### src/rtl/program_loader.sv
// program_loader: writes a valid/data word stream into instruction memory, tracks count and XOR checksum,
// and releases the CPU with a single start pulse when the stream ends cleanly.
module program_loader #(
  parameter int                ADDR_W    = 8,
  parameter logic [ADDR_W-1:0] BASE_ADDR = '0,
  parameter int                MAX_WORDS = 256
) (
  input  logic              clk,
  input  logic              rst,
  input  logic              in_valid,
  input  logic [15:0]       in_data,
  output logic              mem_we,
  output logic [ADDR_W-1:0] mem_addr,
  output logic [15:0]       mem_wdata,
  output logic [ADDR_W:0]   word_count,
  output logic [15:0]       checksum,
  output logic              load_done,
  output logic              cpu_start,
  output logic              overflow_err
);
  typedef enum logic [1:0] {IDLE, LOAD, DONE, ERROR} state_t;
  localparam logic [ADDR_W:0] MAX_CNT = (ADDR_W + 1)'(MAX_WORDS);
  state_t state;
  logic   full;
  logic   accept;
  assign full   = word_count == MAX_CNT;
  assign accept = in_valid && (state == IDLE || (state == LOAD && !full));
  always_ff @(posedge clk or posedge rst) begin
    if (rst) begin
      state        <= IDLE;
      mem_we       <= 1'b0;
      mem_addr     <= BASE_ADDR;
      mem_wdata    <= '0;
      word_count   <= '0;
      checksum     <= '0;
      load_done    <= 1'b0;
      cpu_start    <= 1'b0;
      overflow_err <= 1'b0;
    end else begin
      mem_we    <= accept;
      cpu_start <= 1'b0;
      if (accept) begin
        mem_addr   <= BASE_ADDR + word_count[ADDR_W-1:0];
        mem_wdata  <= in_data;
        word_count <= word_count + 1'b1;
        checksum   <= checksum ^ in_data;
      end
      if (state == IDLE && in_valid)
        state <= LOAD;
      if (state == LOAD && in_valid && full) begin
        state        <= ERROR;
        overflow_err <= 1'b1;
      end
      if (state == LOAD && !in_valid) begin
        state     <= DONE;
        load_done <= 1'b1;
        cpu_start <= 1'b1;
      end
    end
  end
endmodule
### config.mk
export PLATFORM = sky130hd
export DESIGN_NAME = program_loader
export DESIGN_NICKNAME = d
export VERILOG_FILES = /design/src/rtl/program_loader.sv
export SDC_FILE = /design/constraint.sdc
export NUM_CORES = 1
export LEC_CHECK = 0
export ABC_AREA = 1
export CORE_MARGIN = 8
export CORE_UTILIZATION = 37
export CTS_CLUSTER_DIAMETER = 40
export DETAILED_ROUTE_END_ITERATION = 12
export SYNTH_ARGS = -nofsm -noshare
export SYNTH_HDL_FRONTEND = slang
export SYNTH_SLANG_ARGS = --single-unit
### constraint.sdc
create_clock -name clk -period 1.8 [get_ports clk]
set_input_delay 0.27 -clock clk [delete_from_list [all_inputs] [get_ports clk]]
set_output_delay 0.27 -clock clk [all_outputs]
set_load 0.05 [all_outputs]
==> results.sh <==
export IMPL_outcome="finished, final reports clean"
export IMPL_layout_area_seq_um2=1378
export IMPL_die_area_um2=9889
export IMPL_globalRouteMet2Util_pct=22.57
export IMPL_critPathMaxStageDelay_ns=0.81
export IMPL_netlist_instances=309
export IMPL_yosysMostFrequentCell="sky130_fd_sc_hd__nand2_1"
export IMPL_final_layout_size_suffix_gt1_share_pct=16.23
export IMPL_postRouteWirelength_um=6468
export IMPL_multiInputGateArea_um2=1050
export IMPL_max_clock_freq_mhz=571.8
export IMPL_clock_insertion_delay_worst_skew_ns=0.30
export IMPL_count_of_pins_over_their_slew_limit=0
export IMPL_post_cts_setup_buffer_count=0
export IMPL_cp_cell_sequence="clkdlybuf4s50_1"
export IMPL_netlist_top_cells_area="sky130_fd_sc_hd__dfrtp_1, sky130_fd_sc_hd__nand2_1, sky130_fd_sc_hd__nand3_1"
export IMPL_n_antenna_cell=0
export IMPL_cts_root_buf="sky130_fd_sc_hd__clkbuf_8"
export IMPL_pwr_share_seq_pct=32.6
export IMPL_grt_start_max_net_pins=56
export IMPL_p_int_uw=3122
export IMPL_power_frac_clock_pct=13.0
export IMPL_post_route_drc_count=0
export IMPL_drt_pass1_iter_count=4
export IMPL_antenna_nets_post_route=0
export IMPL_grt_usage_pct=13.73
export IMPL_synth_area_leader="sky130_fd_sc_hd__dfrtp_1"
export IMPL_grt_pass1_vias=2271
export IMPL_power_share_combinational_pct=54.5
export IMPL_period_minus_slack_ns=1.749
export IMPL_drt_initial_drc_count=116
export IMPL_clock_skew_ns=0.007763
export IMPL_globalRoute_totalOverflow=0
export IMPL_maximum_resistive_drop_on_vdd_mv=0.7859
export IMPL_worstPathBufferInverterCount=1
export IMPL_holdWs_ns=0.3402
export IMPL_worst_ep_arrival_time_ns=1.48
export IMPL_report_final_setup_viol=0
export IMPL_total_leakage_power_uw=0.001853
export IMPL_yosys_register_bits=55
export IMPL_tritoncts="done"
export IMPL_area_growth_synth_to_final_pct=33.71
export IMPL_fin_tns_setup_ns=0
export IMPL_yosysWarnings=0
export IMPL_max_cap_viol_count=0
export IMPL_netlist_cell_type_count=21
export IMPL_rrSetupSlack_ns=0.25
export IMPL_io_pin_count=72
export IMPL_cts_sink_count=55
export IMPL_most_common_library_cells_after_synthesis="sky130_fd_sc_hd__nand2_1, sky130_fd_sc_hd__dfrtp_1, sky130_fd_sc_hd__nand3_1, sky130_fd_sc_hd__xor2_1, sky130_fd_sc_hd__inv_1"
export IMPL_timing_hold_worst_class="in2async"
export IMPL_max_slew_headroom_pct=65.85
export IMPL_grt_antenna_before_repair=0
export IMPL_crit_required_ns=1.53
export IMPL_cts_buffers_inserted=5
export IMPL_worstSetupStartpoint="mem_wdata[1]"
export IMPL_cp_start_kind="flip-flop"
export IMPL_initial_utilization_pct=38.13
export IMPL_final_period_utilization_pct=97.16
export IMPL_switchingPower_uw=3000
export IMPL_layout_filler_cells=651
export IMPL_category_of_the_critical_setup_timing_path="reg2out"
export IMPL_yosysTopAreaCellShare_pct=53.42
export IMPL_cts_resized=0
export IMPL_r2r_cells=8
export IMPL_worstReg2RegEnd="checksum[10]"
export IMPL_finalWeightedCongestion=0.8308
export IMPL_timing_worst_slew_pin_value_ns=0.5115
export IMPL_grt_first_pass_wirelength_um=11140
export IMPL_synth_ff_type="sky130_fd_sc_hd__dfrtp_1"
export IMPL_edff_count_synth=0
export IMPL_final_hold_violation_count=0
export IMPL_cp_max_fo=2
export IMPL_core_area_um2=6756
export IMPL_globalRouteMet1Util_pct=17.33
export IMPL_floorplan_die_width_um=99.45
export IMPL_worstReg2RegStart="word_count[0]"
export IMPL_worstSetupPathDepth=1
export IMPL_die_h_um=99.45
export IMPL_synth_seq_area_share_pct=53.42
export IMPL_swShare_pct=49.00
export IMPL_worst_path_dominant_cell_family="buffers and inverters"
export IMPL_hpwl_after_detailed_placement_um=4516
export IMPL_cts_h_tree_lvls=2
export IMPL_grt_busiest_layer="met2"
export IMPL_grt_setup_unrepaired="no"
export IMPL_crit_path_top_delay_cell="sky130_fd_sc_hd__clkdlybuf4s50_1"
export IMPL_synth_fp_nets=330
export IMPL_synthesis_area_um2=2576
export IMPL_groute_layer_met3_usage_pct=3.771
export IMPL_port_buffers=71
export IMPL_hold_buffers=0
export IMPL_crit_path_end="mem_wdata[1]"
export IMPL_syn_avg_cell_area_um2=8.337
export IMPL_async_sr_flop_fraction_pct=100.0
export IMPL_routed_wire_length_per_instance_um=14.00
export IMPL_vias_after_detailed_routing=2188
export IMPL_power_density_nw_per_um2=1777
export IMPL_clock_tree_buffer_depth=2
export IMPL_vias_per_inst=4.736
export IMPL_clk_pin_slew_worst_paths_ns=0.09
export IMPL_row_count=30
export IMPL_end_kind="output port"
export IMPL_final_net_count=403
## final cells by class
class	count	area share, %
clock buffers	6	2.107
clock inverters	1	0.8718
inverters	15	1.635
multi-input cells	221	30.48
flip-flops and latches	55	39.99
well taps	80	2.906
repair buffers	84	22.01
## kinds of logic after synthesis
group,count (synthesis),synth area share (%)
AND/OR/NAND/NOR,199,32.83
flip-flops,55,53.42
buffers and inverters,33,6.119
XOR/XNOR,19,6.459
adder cells (fa/ha/maj),2,0.9712
AO/OA/AOI/OAI,1,0.1941
## cells in the final DEF, fill, tap and decap left out
| master | count |
|---|---|
| sky130_fd_sc_hd__inv_2 | 2 |
| sky130_fd_sc_hd__xor2_1 | 18 |
| sky130_fd_sc_hd__buf_12 | 2 |
| sky130_fd_sc_hd__nor2_4 | 1 |
| sky130_fd_sc_hd__nor3_1 | 3 |
| sky130_fd_sc_hd__dfrtp_2 | 1 |
| sky130_fd_sc_hd__clkdlybuf4s50_1 | 33 |
| sky130_fd_sc_hd__o21ai_0 | 1 |
| sky130_fd_sc_hd__nand4_1 | 2 |
| sky130_fd_sc_hd__bufinv_16 | 1 |
| sky130_fd_sc_hd__nand2_2 | 1 |
| sky130_fd_sc_hd__nand2_1 | 126 |
| sky130_fd_sc_hd__nand3_1 | 53 |
| sky130_fd_sc_hd__nor2_1 | 9 |
| sky130_fd_sc_hd__or2_2 | 1 |
| sky130_fd_sc_hd__dlymetal6s2s_1 | 4 |
| sky130_fd_sc_hd__buf_4 | 45 |
| sky130_fd_sc_hd__inv_1 | 12 |
| sky130_fd_sc_hd__clkbuf_8 | 5 |
| sky130_fd_sc_hd__nand3_4 | 1 |
| sky130_fd_sc_hd__nor2_2 | 2 |
| sky130_fd_sc_hd__clkbuf_1 | 1 |
| sky130_fd_sc_hd__clkinv_1 | 1 |
| sky130_fd_sc_hd__xnor2_1 | 1 |
| sky130_fd_sc_hd__dfrtp_1 | 54 |
| sky130_fd_sc_hd__ha_1 | 2 |
## power by group through the flow
stage               clock network, uW  registers (uW)  logic [uW]
floorplan                           0            3490         792
global placement                    0            2010        3360
detailed placement                  0            2020        3390
CTS                               819            2000        3390
global route                      862            2060        3590
finish                            794            1990        3340
## stage by stage
step	util, %	std cells	setup WS, ns	instance area (um2)	power [uW]
floorplan	-	309	0.0006354	2577	4278
global placement	49.31	455	0.1908	3332	5374
detailed placement	49.31	455	0.2111	3332	5409
CTS	50.83	462	0.01331	3435	6213
global route	50.98	462	0.00002198	3445	6511
finish	50.98	462	0.05104	3445	6122
## how the worst min path moves through the flow
stage,depth (start not counted),end,from,slack [ns]
global route,3,checksum[1],rst,0.37
finish,3,checksum[1],rst,0.34
global placement,2,overflow_err,overflow_err,0.45
CTS,3,checksum[12],rst,0.35
floorplan,1,cpu_start,in_valid,0.36
detailed placement,1,load_done,load_done,0.46
## layer usage
| metal | share of wire (%) | wire, um |
|---|---|---|
| met1 | 46 | 2966 |
| met2 | 48 | 3129 |
| met3 | 4.9 | 317 |
| met4 | 0.83 | 54 |
| met5 | 0 | 0 |
## worst min-delay path, stage by stage
cell and delay (ns):
sky130_fd_sc_hd__clkdlybuf4s50_1 0.42, sky130_fd_sc_hd__inv_2 0.08, sky130_fd_sc_hd__buf_12 0.28
## flip-flops by register name, indices dropped and copies added (netlist names)
name,cells
mem_wdata,16
mem_we,1
cpu_start,1
mem_addr,8
checksum,16
state,2
load_done,1
word_count,9
overflow_err,1
No activity file was read; power rests on OpenSTA's default activity.
